==> config.mk <==
export PLATFORM = sky130hd
export DESIGN_NAME = unidad_control_multiciclo
export DESIGN_NICKNAME = d
export VERILOG_FILES = /design/src/rtl/unidad_control_multiciclo.sv
export SDC_FILE = /design/constraint.sdc
export NUM_CORES = 1
export LEC_CHECK = 0
export CORE_MARGIN = 5
export CORE_UTILIZATION = 35
export DETAILED_ROUTE_END_ITERATION = 7
export DONT_BUFFER_PORTS = 1
export SLEW_MARGIN = 30
export SYNTH_ARGS = -nofsm -noshare
export SYNTH_HDL_FRONTEND = slang
export SYNTH_SLANG_ARGS = --single-unit
==> constraint.sdc <==
create_clock -name clk -period 1.6 [get_ports clk]
set_input_delay 0.32 -clock clk [delete_from_list [all_inputs] [get_ports clk]]
set_output_delay 0.32 -clock clk [all_outputs]
set_load 0.005 [all_outputs]
==> src/rtl/unidad_control_multiciclo.sv <==
// Multicycle control unit for the MIPS-subset datapath (Moore FSM, registered outputs).
// Define UC_JUMP_EN to decode opcode 000010 as an unconditional jump.
module unidad_control_multiciclo #(
    parameter int OP_W    = 6,
    parameter int ALUOP_W = 3
) (
    input  logic               clk,
    input  logic               rst_n,
    input  logic [OP_W-1:0]    OP,
    input  logic               mem_ready,
    output logic               PCWrite,
    output logic               PCWriteCond,
    output logic [1:0]         PCSrc,
    output logic               IorD,
    output logic               MemRead,
    output logic               MemWrite,
    output logic               IRWrite,
    output logic               RegDst,
    output logic               MemToReg,
    output logic               RegWrite,
    output logic               ALUSrcA,
    output logic [1:0]         ALUSrcB,
    output logic               ExtZero,
    output logic [ALUOP_W-1:0] ALUop,
    output logic               illegal,
    output logic               instr_done
);

    localparam logic [OP_W-1:0] OP_R    = OP_W'(6'b000000);
    localparam logic [OP_W-1:0] OP_LW   = OP_W'(6'b100011);
    localparam logic [OP_W-1:0] OP_SW   = OP_W'(6'b101011);
    localparam logic [OP_W-1:0] OP_BEQ  = OP_W'(6'b000100);
    localparam logic [OP_W-1:0] OP_ADDI = OP_W'(6'b001000);
    localparam logic [OP_W-1:0] OP_SLTI = OP_W'(6'b001010);
    localparam logic [OP_W-1:0] OP_ANDI = OP_W'(6'b001100);
    localparam logic [OP_W-1:0] OP_ORI  = OP_W'(6'b001101);
`ifdef UC_JUMP_EN
    localparam logic [OP_W-1:0] OP_J    = OP_W'(6'b000010);
`endif

    localparam logic [2:0] ALU_ADD   = 3'b000;
    localparam logic [2:0] ALU_SUB   = 3'b001;
    localparam logic [2:0] ALU_FUNCT = 3'b010;
    localparam logic [2:0] ALU_OR    = 3'b011;
    localparam logic [2:0] ALU_SLT   = 3'b100;
    localparam logic [2:0] ALU_AND   = 3'b101;

    typedef enum logic [3:0] {
        S_RST,
        S_FETCH,
        S_DECODE,
        S_MEMADR,
        S_MEMRD,
        S_MEMWB,
        S_MEMWR,
        S_EXEC_R,
        S_RWB,
        S_BRANCH,
        S_IMM_EX,
        S_IMM_WB,
        S_ERR
`ifdef UC_JUMP_EN
        ,
        S_JUMP
`endif
    } state_t;

    // *_rdy fields are qualified by mem_ready at the output pins
    typedef struct packed {
        logic       pc_wr;
        logic       pc_wr_rdy;
        logic       pc_wr_cond;
        logic [1:0] pc_src;
        logic       iord;
        logic       mem_rd;
        logic       mem_wr;
        logic       ir_wr_rdy;
        logic       reg_dst;
        logic       mem_to_reg;
        logic       reg_wr;
        logic       alu_src_a;
        logic [1:0] alu_src_b;
        logic       ext_zero;
        logic [2:0] alu_op;
        logic       illegal;
        logic       done;
        logic       done_rdy;
    } ctrl_t;

    state_t state_q;
    state_t state_d;
    ctrl_t  ctrl_q;
    ctrl_t  ctrl_d;

    logic is_r;
    logic is_lw;
    logic is_sw;
    logic is_beq;
    logic is_addi;
    logic is_slti;
    logic is_andi;
    logic is_ori;
    logic is_imm;
    logic is_j;

    assign is_r    = (OP == OP_R);
    assign is_lw   = (OP == OP_LW);
    assign is_sw   = (OP == OP_SW);
    assign is_beq  = (OP == OP_BEQ);
    assign is_addi = (OP == OP_ADDI);
    assign is_slti = (OP == OP_SLTI);
    assign is_andi = (OP == OP_ANDI);
    assign is_ori  = (OP == OP_ORI);
    assign is_imm  = is_addi | is_slti | is_andi | is_ori;
`ifdef UC_JUMP_EN
    assign is_j    = (OP == OP_J);
`else
    assign is_j    = 1'b0;
`endif

    always_comb begin
        state_d = state_q;
        case (state_q)
            S_RST:    state_d = S_FETCH;
            S_FETCH:  state_d = mem_ready ? S_DECODE : S_FETCH;
            S_DECODE: begin
                unique case (1'b1)
                    is_r:            state_d = S_EXEC_R;
                    is_lw || is_sw:  state_d = S_MEMADR;
                    is_beq:          state_d = S_BRANCH;
                    is_imm:          state_d = S_IMM_EX;
`ifdef UC_JUMP_EN
                    is_j:            state_d = S_JUMP;
`endif
                    default:         state_d = S_ERR;
                endcase
            end
            S_MEMADR: state_d = is_lw ? S_MEMRD : S_MEMWR;
            S_MEMRD:  state_d = mem_ready ? S_MEMWB : S_MEMRD;
            S_MEMWB:  state_d = S_FETCH;
            S_MEMWR:  state_d = mem_ready ? S_FETCH : S_MEMWR;
            S_EXEC_R: state_d = S_RWB;
            S_RWB:    state_d = S_FETCH;
            S_BRANCH: state_d = S_FETCH;
            S_IMM_EX: state_d = S_IMM_WB;
            S_IMM_WB: state_d = S_FETCH;
            S_ERR:    state_d = S_FETCH;
`ifdef UC_JUMP_EN
            S_JUMP:   state_d = S_FETCH;
`endif
            default:  state_d = S_FETCH;
        endcase
    end

    // Outputs are precomputed for the state being entered, so they register with it
    always_comb begin
        ctrl_d = '0;
        case (state_d)
            S_FETCH: begin
                ctrl_d.mem_rd    = 1'b1;
                ctrl_d.alu_src_b = 2'b01;
                ctrl_d.alu_op    = ALU_ADD;
                ctrl_d.ir_wr_rdy = 1'b1;
                ctrl_d.pc_wr_rdy = 1'b1;
            end
            S_DECODE: begin
                ctrl_d.alu_src_b = 2'b11;
                ctrl_d.alu_op    = ALU_ADD;
            end
            S_MEMADR: begin
                ctrl_d.alu_src_a = 1'b1;
                ctrl_d.alu_src_b = 2'b10;
                ctrl_d.alu_op    = ALU_ADD;
            end
            S_MEMRD: begin
                ctrl_d.mem_rd = 1'b1;
                ctrl_d.iord   = 1'b1;
            end
            S_MEMWB: begin
                ctrl_d.mem_to_reg = 1'b1;
                ctrl_d.reg_wr     = 1'b1;
                ctrl_d.done       = 1'b1;
            end
            S_MEMWR: begin
                ctrl_d.mem_wr   = 1'b1;
                ctrl_d.iord     = 1'b1;
                ctrl_d.done_rdy = 1'b1;
            end
            S_EXEC_R: begin
                ctrl_d.alu_src_a = 1'b1;
                ctrl_d.alu_op    = ALU_FUNCT;
            end
            S_RWB: begin
                ctrl_d.reg_dst = 1'b1;
                ctrl_d.reg_wr  = 1'b1;
                ctrl_d.done    = 1'b1;
            end
            S_BRANCH: begin
                ctrl_d.alu_src_a  = 1'b1;
                ctrl_d.alu_op     = ALU_SUB;
                ctrl_d.pc_wr_cond = 1'b1;
                ctrl_d.pc_src     = 2'b01;
                ctrl_d.done       = 1'b1;
            end
            S_IMM_EX: begin
                ctrl_d.alu_src_a = 1'b1;
                ctrl_d.alu_src_b = 2'b10;
                unique case (1'b1)
                    is_slti: ctrl_d.alu_op = ALU_SLT;
                    is_andi: begin
                        ctrl_d.alu_op   = ALU_AND;
                        ctrl_d.ext_zero = 1'b1;
                    end
                    is_ori: begin
                        ctrl_d.alu_op   = ALU_OR;
                        ctrl_d.ext_zero = 1'b1;
                    end
                    default: ctrl_d.alu_op = ALU_ADD;
                endcase
            end
            S_IMM_WB: begin
                ctrl_d.reg_wr = 1'b1;
                ctrl_d.done   = 1'b1;
            end
            S_ERR: begin
                ctrl_d.illegal = 1'b1;
            end
`ifdef UC_JUMP_EN
            S_JUMP: begin
                ctrl_d.pc_wr  = 1'b1;
                ctrl_d.pc_src = 2'b10;
                ctrl_d.done   = 1'b1;
            end
`endif
            default: ctrl_d = '0;
        endcase
    end

    always_ff @(posedge clk or negedge rst_n) begin
        if (!rst_n) begin
            state_q <= S_RST;
            ctrl_q  <= '0;
        end else begin
            state_q <= state_d;
            ctrl_q  <= ctrl_d;
        end
    end

    assign PCWrite     = ctrl_q.pc_wr | (ctrl_q.pc_wr_rdy & mem_ready);
    assign PCWriteCond = ctrl_q.pc_wr_cond;
    assign PCSrc       = ctrl_q.pc_src;
    assign IorD        = ctrl_q.iord;
    assign MemRead     = ctrl_q.mem_rd;
    assign MemWrite    = ctrl_q.mem_wr;
    assign IRWrite     = ctrl_q.ir_wr_rdy & mem_ready;
    assign RegDst      = ctrl_q.reg_dst;
    assign MemToReg    = ctrl_q.mem_to_reg;
    assign RegWrite    = ctrl_q.reg_wr;
    assign ALUSrcA     = ctrl_q.alu_src_a;
    assign ALUSrcB     = ctrl_q.alu_src_b;
    assign ExtZero     = ctrl_q.ext_zero;
    assign ALUop       = ALUOP_W'(ctrl_q.alu_op);
    assign illegal     = ctrl_q.illegal;
    assign instr_done  = ctrl_q.done | (ctrl_q.done_rdy & mem_ready);

endmodule

# Word level (Yosys, flattened, before mapping)
# Cells that the tools add are included.
# Widths: inputs -> output; s select.
# word_totals
register_bits	23
mem_count	0
latchBits	0
ram_bits	0
mem_bits_ro	0
# classes
addsub	0
n_lt_le_gt_ge	0
div_mod_pow	0
n_mux	22
reduce_logical	9
n_eq_ne	26
multipliers	0
n_bitwise	6
n_shift	0
# ops
cell	n
$eq 4x3->1 const B	7
$pmux 4 s7	1
$eq 4x4->1 const B	6
$eq 6x4->1 const B	4
$pmux 3 s3	2
$eq 4x2->1 const B	4
$pmux 4 s4	1
$mux 1	13
$eq 6x6->1 const B	2
$eq 4x1->1 const B	2
$reduce_or 2->1	4
$reduce_or 4->1	2
$eq 6x3->1 const B	1
$logic_not 6->1	1
$mux 3	2
$pmux 2 s3	1
$mux 2	2
$or 1x1->1	4
$reduce_or 3->1	1
$and 1x1->1	2
$logic_or 1x1->1	1

# Longest topological paths before layout
# Gate-level depths: netlist (run 1).
# logic_depth
ltp_word	9
depth_mapped	8

# Least setup slack after synthesis (run 1)
# No wires, ideal clock.
# synth_path
kind	register to register
start	register state_q[0]
end	register ctrl_q, in the netlist ALUop[2]
path_buffers	2
synth_period_minus_slack_ps	1696
setup_slack_ps	-96
arrival_ps	1601
required_ps	1504
path_stages_with_launch	8
path_cell_list	dfrtp_1 -> buf_6 -> or4_4 -> o41ai_2 -> a211o_2 -> buf_6 -> nand3_4 -> nor4_2
# synth_lines
item	line	source
start, declared	90	state_t state_q;
start signal, assigned	244	state_q <= state_d;
end signal, assigned	245	ctrl_q <= ctrl_d;
end, declared	92	ctrl_t ctrl_q;

==> results of run 1 <==
-- cells by family (layout without fill, tap and decap cells) --
kind of cell              count (synthesis)  in the layout  synth area share (%)
muxes                                     2              2                 1.597
and+or+nand+nor                          46             46                 26.05
other                                     1              1                0.2991
AOI/OAI and AO/OA                        26             26                 17.67
DFF                                      21             21                 41.92
buffers and inverters                    19             41                 11.08
xor gates and xnor gates                  2              2                 1.397
-- state kept, by name, summed over array words and instances (netlist names) --
register and flops:
RegWrite 1, ALUSrcB 2, ctrl_q 3, ALUSrcA 1, MemToReg 1, RegDst 1, ALUop 3, ExtZero 1
IorD 1, PCSrc 1, illegal 1, MemRead 1, state_q 4
-- how the worst max path moves through the flow --
stage          cells after the start        from    endpoint  slack, ns
2_1_floorplan                      7  state_q[0]    ALUop[2]      -0.09
3_3_place_gp                       7  state_q[3]  ALUSrcB[0]      -0.13
3_5_place_dp                       6  state_q[2]    ALUop[2]      -0.17
4_1_cts                            6  state_q[3]    ALUop[2]      -0.16
5_1_grt                            6  state_q[3]     ALUSrcA      -0.24
6_report                           5  state_q[0]    ALUop[2]      -0.15
-- area by class of cell --
type                       instances  area share (%)
tap                               46           3.692
multi-input combinational         77           43.34
clock inverter                     1          0.3210
clock buffer                       3           1.445
timing repair buffer              32           16.13
sequential                        21           33.87
inverter                           5           1.204
-- timing repair --
item,4_1_cts,5_1_grt
hold buffers,1,1
pin swaps,6,1
endpoints found under the hold margin,21,21
setup endpoints to repair,13,16
cloned,0,0
buffers inserted,5,2
gates resized for setup,9,9
-- worst register-to-register path, delay by kind of cell (launching register included) --
kind | cells | cell delay, ns
flops | 1 | 0.47
compound gates | 2 | 0.31
simple gates | 3 | 0.88
-- metal layers --
| metal | GRT usage, % | vias to the layer above | wire [um] |
|---|---|---|---|
| met3 | 5.022 | 8 | 209 |
| met2 | 19.31 | 31 | 1467 |
| met4 | 3.830 | 0 | 68 |
| met5 | 0 | - | 0 |
| met1 | 14.78 | 451 | 1078 |
| li1 | - | 453 | - |
-- stage by stage --
stage / power [mW] / std cells / area [um^2] / setup slack, ns / TNS [ns]
floorplan: 1.879 / 117 / 1267 / -0.09145 / -0.3993
global placement: 2.309 / 172 / 1378 / -0.1269 / -1.131
detailed placement: 2.317 / 172 / 1378 / -0.1688 / -1.380
CTS: 2.770 / 182 / 1493 / -0.1591 / -1.157
global route: 3.140 / 185 / 1559 / -0.2365 / -2.451
finish: 2.912 / 185 / 1559 / -0.1491 / -1.368
-- synthesized netlist by cell type (2+ instances only) --
| master | instances |
|---|---|
| dfrtp_1 | 21 |
| buf_4 | 10 |
| nor2_1 | 9 |
| nand2_1 | 6 |
| buf_6 | 4 |
| a21oi_1 | 3 |
| a31oi_1 | 3 |
| inv_1 | 3 |
| nand3_1 | 3 |
| nor3_1 | 3 |
| a21oi_2 | 2 |
| inv_2 | 2 |
| mux2i_1 | 2 |
| nand2b_4 | 2 |
| nor4_2 | 2 |
| or4_4 | 2 |
| xnor2_1 | 2 |
-- power groups by stage --
stage	Sequential, mW	Combinational, mW	Clock [mW]
finish	0.825	1.83	0.257
global route	0.846	2.00	0.298
global placement	0.840	1.47	0
floorplan	0.759	1.12	0
CTS	0.826	1.68	0.267
detailed placement	0.843	1.47	0
==> out/metrics.yaml, run 1 <==
status:
  status: "finished with violations"
  violations: "setup timing"
power_and_ir_drop:
  swShare_pct: 39.86
  p_int_mw: 1.751
  p_sw_mw: 1.161
  p_comb_share_pct: 62.9
  seqPwrFrac_pct: 28.3
  p_leak_nw: 0.6921
  peakVddDrop_mv: 0.8063
  clkPwrFrac_pct: 8.8
  powerDensity_nw_per_um2: 1868
cells_and_area:
  fill_cells: 313
  seq_area_um2: 528.0
  fin_util_pct: 45.99
  layout-drive-gt1-share_pct: 53.24
  final_common_cell: "buf_4"
  area_growth_pct: 24.35
  multi_input_area_um2: 675.6
  nets: 149
  mostFrequentLayoutCells: "buf_4, dfrtp_1, nor2_1"
  antenna-diode-count: 0
routing:
  drc: 0
  detail_route.first_pass.iterations: 4
  drt-wirelength-per-cell_um: 15.26
  drtIter0Drc: 49
  num_vias: 943
  wirelength_um: 2824
  antenna_left: 0
  avgViaCountPerCell: 5.097
worst_hold_path:
  hold_depth: 1
  hold_path.class: "input port to flop"
  holdCritStartpoint: "OP[0]"
  hold_end: "ALUop[2]"
timing:
  layout_min_cycle_time_ns: 1.749
  finalMaxSlewViolations: 0
  finalHoldViolCount: 0
  clock.fmax_mhz: 571.7
  rsz0062_at_grt: "true"
  hold_ws_ns: 0.06141
  post-route-period-util_pct: 109.3
  setup_violations: 13
  clock_skew_ns: 0.002840
  setup_ws_ns: -0.1491
global_routing:
  track_usage_pct: 12.10
  first_global_vias: 926
  grt_antenna_before_repair: 0
  grt_max_degree: 22
  grt-ovfl-total: 0
  grt_pass1_wl_um: 4740
die:
  num_io_pins: 29
  rows: 21
  dieArea_um2: 4879
  core-area_um2: 3390
  die_h_um: 69.85
  start_util_pct: 36.99
  die_x_um: 69.85
synthesis:
  synth_area_leaders: "dfrtp_1, buf_4, buf_6, nor2_1, nand2b_4"
  syn-cell-area_um2: 1254
  synth_top_cell_area_share_pct: 41.92
  ys.flop_type: "dfrtp_1"
  yosys_warnings: 0
  yosys.area.top_type: "dfrtp_1"
  yosysSeqAreaShare_pct: 41.92
  ys_types: 55
  synth.avg_cell_area_um2: 10.72
  ys_ff_latch: 21
  synth_edf_count: 0
  synth-async-reset-ratio_pct: 100.0
  syn_inst: 117
  syn-num-nets: 126
cts:
  clock_path_buffers: 2
  cts_root_buffer: "clkbuf_4"
  cts_buffers: 3
  clock_sinks: 21
  cts.htree.levels: 1
  clk_pin_slew_worst_paths_ns: 0.12
  clock_latency_ns: 0.30
  cts_tree: "yes"
setup_path:
  cp_slowest_stage_delay_ns: 0.54
  cp_slowest_cell: "or4_4"
  cp-start-kind: "flop"
  reg2reg_from: "state_q[0]"
  cp_top_family: "simple AND/OR/NAND/NOR gates"
  rrSetupSlack_ns: -0.15
  rr_endpoint: "ALUop[2]"
  cp_num_buf_inv: 0
  end_kind: "flop"
  r2r_cells: 5
  cp.arrival_ns: 1.97
  worstPathCellList: "or4_4, o41ai_4, a211o_2, nand3_4, nor4_2"
  crit_type: "flop to flop"
  worst_ep_required_time_ns: 1.82
  path_max_fanout: 7
run:
  drv_cap: 0
placement:
  gp_congestion: 0.7862
  hpwl_um: 2004
  io_buffer_count: 0
Note: power is estimated with default switching activity, not from simulation.
==> inputs of run 2 (changes only) <==
==> constraint.sdc (replaced) <==
create_clock -name clk -period 1.97 [get_ports clk]
set_input_delay 0.394 -clock clk [delete_from_list [all_inputs] [get_ports clk]]
set_output_delay 0.394 -clock clk [all_outputs]
set_load 0.005 [all_outputs]
==> run 2 against run 1 <==
Effect of this change: register-to-register slack improved by 0.32 ns; total power is 40% lower; combinational power decreased by 52%; sequential share of layout area is 8.4 points higher; largest power group unchanged; the run now ends clean; critical endpoint unchanged; highest routed layer unchanged; maximum frequency fell by 2.8%.
==> out/metrics.yaml, run 2 (same netlist as run 1, synthesis figures left out) <==
setup_path:
  crit_type: "flop to flop"
  cp_num_buf_inv: 0
  cp_top_family: "simple AND/OR/NAND/NOR gates"
  path_max_fanout: 9
  cp_slowest_stage_delay_ns: 0.54
  worstPathCellList: "or4_4, o41ai_2, a211o_2, nand3_4, nor4_2"
  worst_ep_required_time_ns: 2.19
  end_kind: "flop"
  cp.arrival_ns: 2.02
  cp_slowest_cell: "or4_4"
  cp-start-kind: "flop"
global_routing:
  use_met2_pct: 16.47
  grt-ovfl-total: 0
  grt_max_degree: 22
  met1_usage_pct: 12.51
  met3_usage_pct: 4.735
  grt_antenna_before_repair: 0
  grt_pass1_wl_um: 4091
  track_usage_pct: 10.40
  grt.busiest_layer: "met2"
  first_global_vias: 818
power_and_ir_drop:
  clkPwrFrac_pct: 11.5
  p_sw_mw: 0.7491
  p_leak_nw: 0.5309
  p_comb_share_pct: 49.9
  p_int_mw: 1.011
  peakVddDrop_mv: 0.4575
  swShare_pct: 42.57
  powerDensity_nw_per_um2: 1412
  seqPwrFrac_pct: 38.6
routing:
  drtIter0Drc: 20
  num_vias: 823
  detail_route.first_pass.iterations: 4
  wirelength_um: 2479
  drt-wirelength-per-cell_um: 15.79
  avgViaCountPerCell: 5.242
  antenna_left: 0
  drc: 0
die:
  rows: 21
  dieArea_um2: 4879
  die_h_um: 69.85
  start_util_pct: 36.99
  core-area_um2: 3390
  num_io_pins: 29
  die_x_um: 69.85
cells_and_area:
  mostFrequentLayoutCells: "dfrtp_1, nor2_1, nand2_1"
  nets: 121
  area_growth_pct: -0.5984
  largest_reg_flops: 4
  antenna-diode-count: 0
  final_common_cell: "dfrtp_1"
  layout-drive-gt1-share_pct: 31.53
  largest_register: "state_q"
  fill_cells: 359
  instances_no_fill: 157
timing:
  rsz0062_at_grt: "false"
  setup_violations: 0
  hold_ws_ns: 0.02019
  post-route-period-util_pct: 91.30
  layout_min_cycle_time_ns: 1.799
  finalHoldViolCount: 0
  clock.fmax_mhz: 556.0
  clock_skew_ns: 0.006588
  fin_setup_tns_ns: 0
  finalMaxSlewViolations: 0
placement:
  placed_cells: 152
  hpwl_um: 1917
  gp_congestion: 0.8319
  io_buffer_count: 0
run:
  drv_cap: 0
cts:
  clock_latency_ns: 0.30
  cts.htree.levels: 1
  clock_sinks: 21
  clk_pin_slew_worst_paths_ns: 0.11
  cts_buffers: 3
  clock_path_buffers: 2
  cts_tree: "yes"
  cts_root_buffer: "clkbuf_4"
  postCtsSetupRepairBufs: 0
worst_hold_path:
  hold_path.class: "input port to async pin"
status:
  status: "completed"
==> run 2: final cells by class <==
cell class,count,area [um^2],share of cell area [%]
multi-input combinational,77,589.3,47.29
inverter,5,18.77,1.506
sequential,21,526.8,42.27
clock buffer,4,26.28,2.108
timing repair buffer,4,27.53,2.209
tap,46,57.56,4.618
==> run 2: metrics by stage <==
step                      util, %  setup slack, ns  power [mW]  cell area (um^2)
after global routing        36.77          0.04855       1.889              1246
after CTS                   36.88          0.06899       1.775              1250
after floorplan                 -           0.2736       1.502              1254
final                       36.77           0.1714       1.760              1246
after global placement      35.81           0.1722       1.547              1214
after detailed placement    35.81          0.08321       1.561              1214
==> run 2: worst reg2reg max path, cell delays in order, from the launching register on <==
cell and delay (ns):
dfrtp_1 0.49, or4_4 0.54, o41ai_2 0.08, a211o_2 0.27
nand3_4 0.10, nor4_2 0.24
==> run 2: metal layers <==
| layer | wire, um | vias to the layer above |
|---|---|---|
| met1 | 1108 | 395 |
| met4 | 25 | 0 |
| met3 | 202 | 5 |
| met2 | 1144 | 26 |
| li1 | - | 397 |
| met5 | 0 | - |
==> run 2: final timing paths <==
| kind | startpoint | to | slack (ns) | cells after the start |
|---|---|---|---|---|
| min in group clk | OP[0] | ALUop[2] | 0.13 | 1 |
| max in group asynchronous | rst_n | state_q[2] | 1.62 | 1 |
| setup / recovery | state_q[0] | ALUop[2] | 0.17 | 5 |
| setup reg to reg | state_q[0] | ALUop[2] | 0.17 | 5 |
| hold / removal | rst_n | ALUSrcB[1] | 0.02 | 1 |
| hold reg to reg | state_q[1] | MemToReg | 0.58 | 3 |
==> run 2: power groups by stage <==
stage	clock network, mW	logic [mW]	registers, mW
final	0.203	0.878	0.678
after global routing	0.227	0.968	0.694
after CTS	0.209	0.884	0.682
after detailed placement	0	0.871	0.690
after global placement	0	0.862	0.685
after floorplan	0	0.886	0.616
==> run 2: what timing repair did <==
item                                   4_1_cts  5_1_grt
setup endpoints to repair                    0        2
hold buffers                                 1        0
endpoints found under the hold margin       21        0
gates resized for setup                      0        1
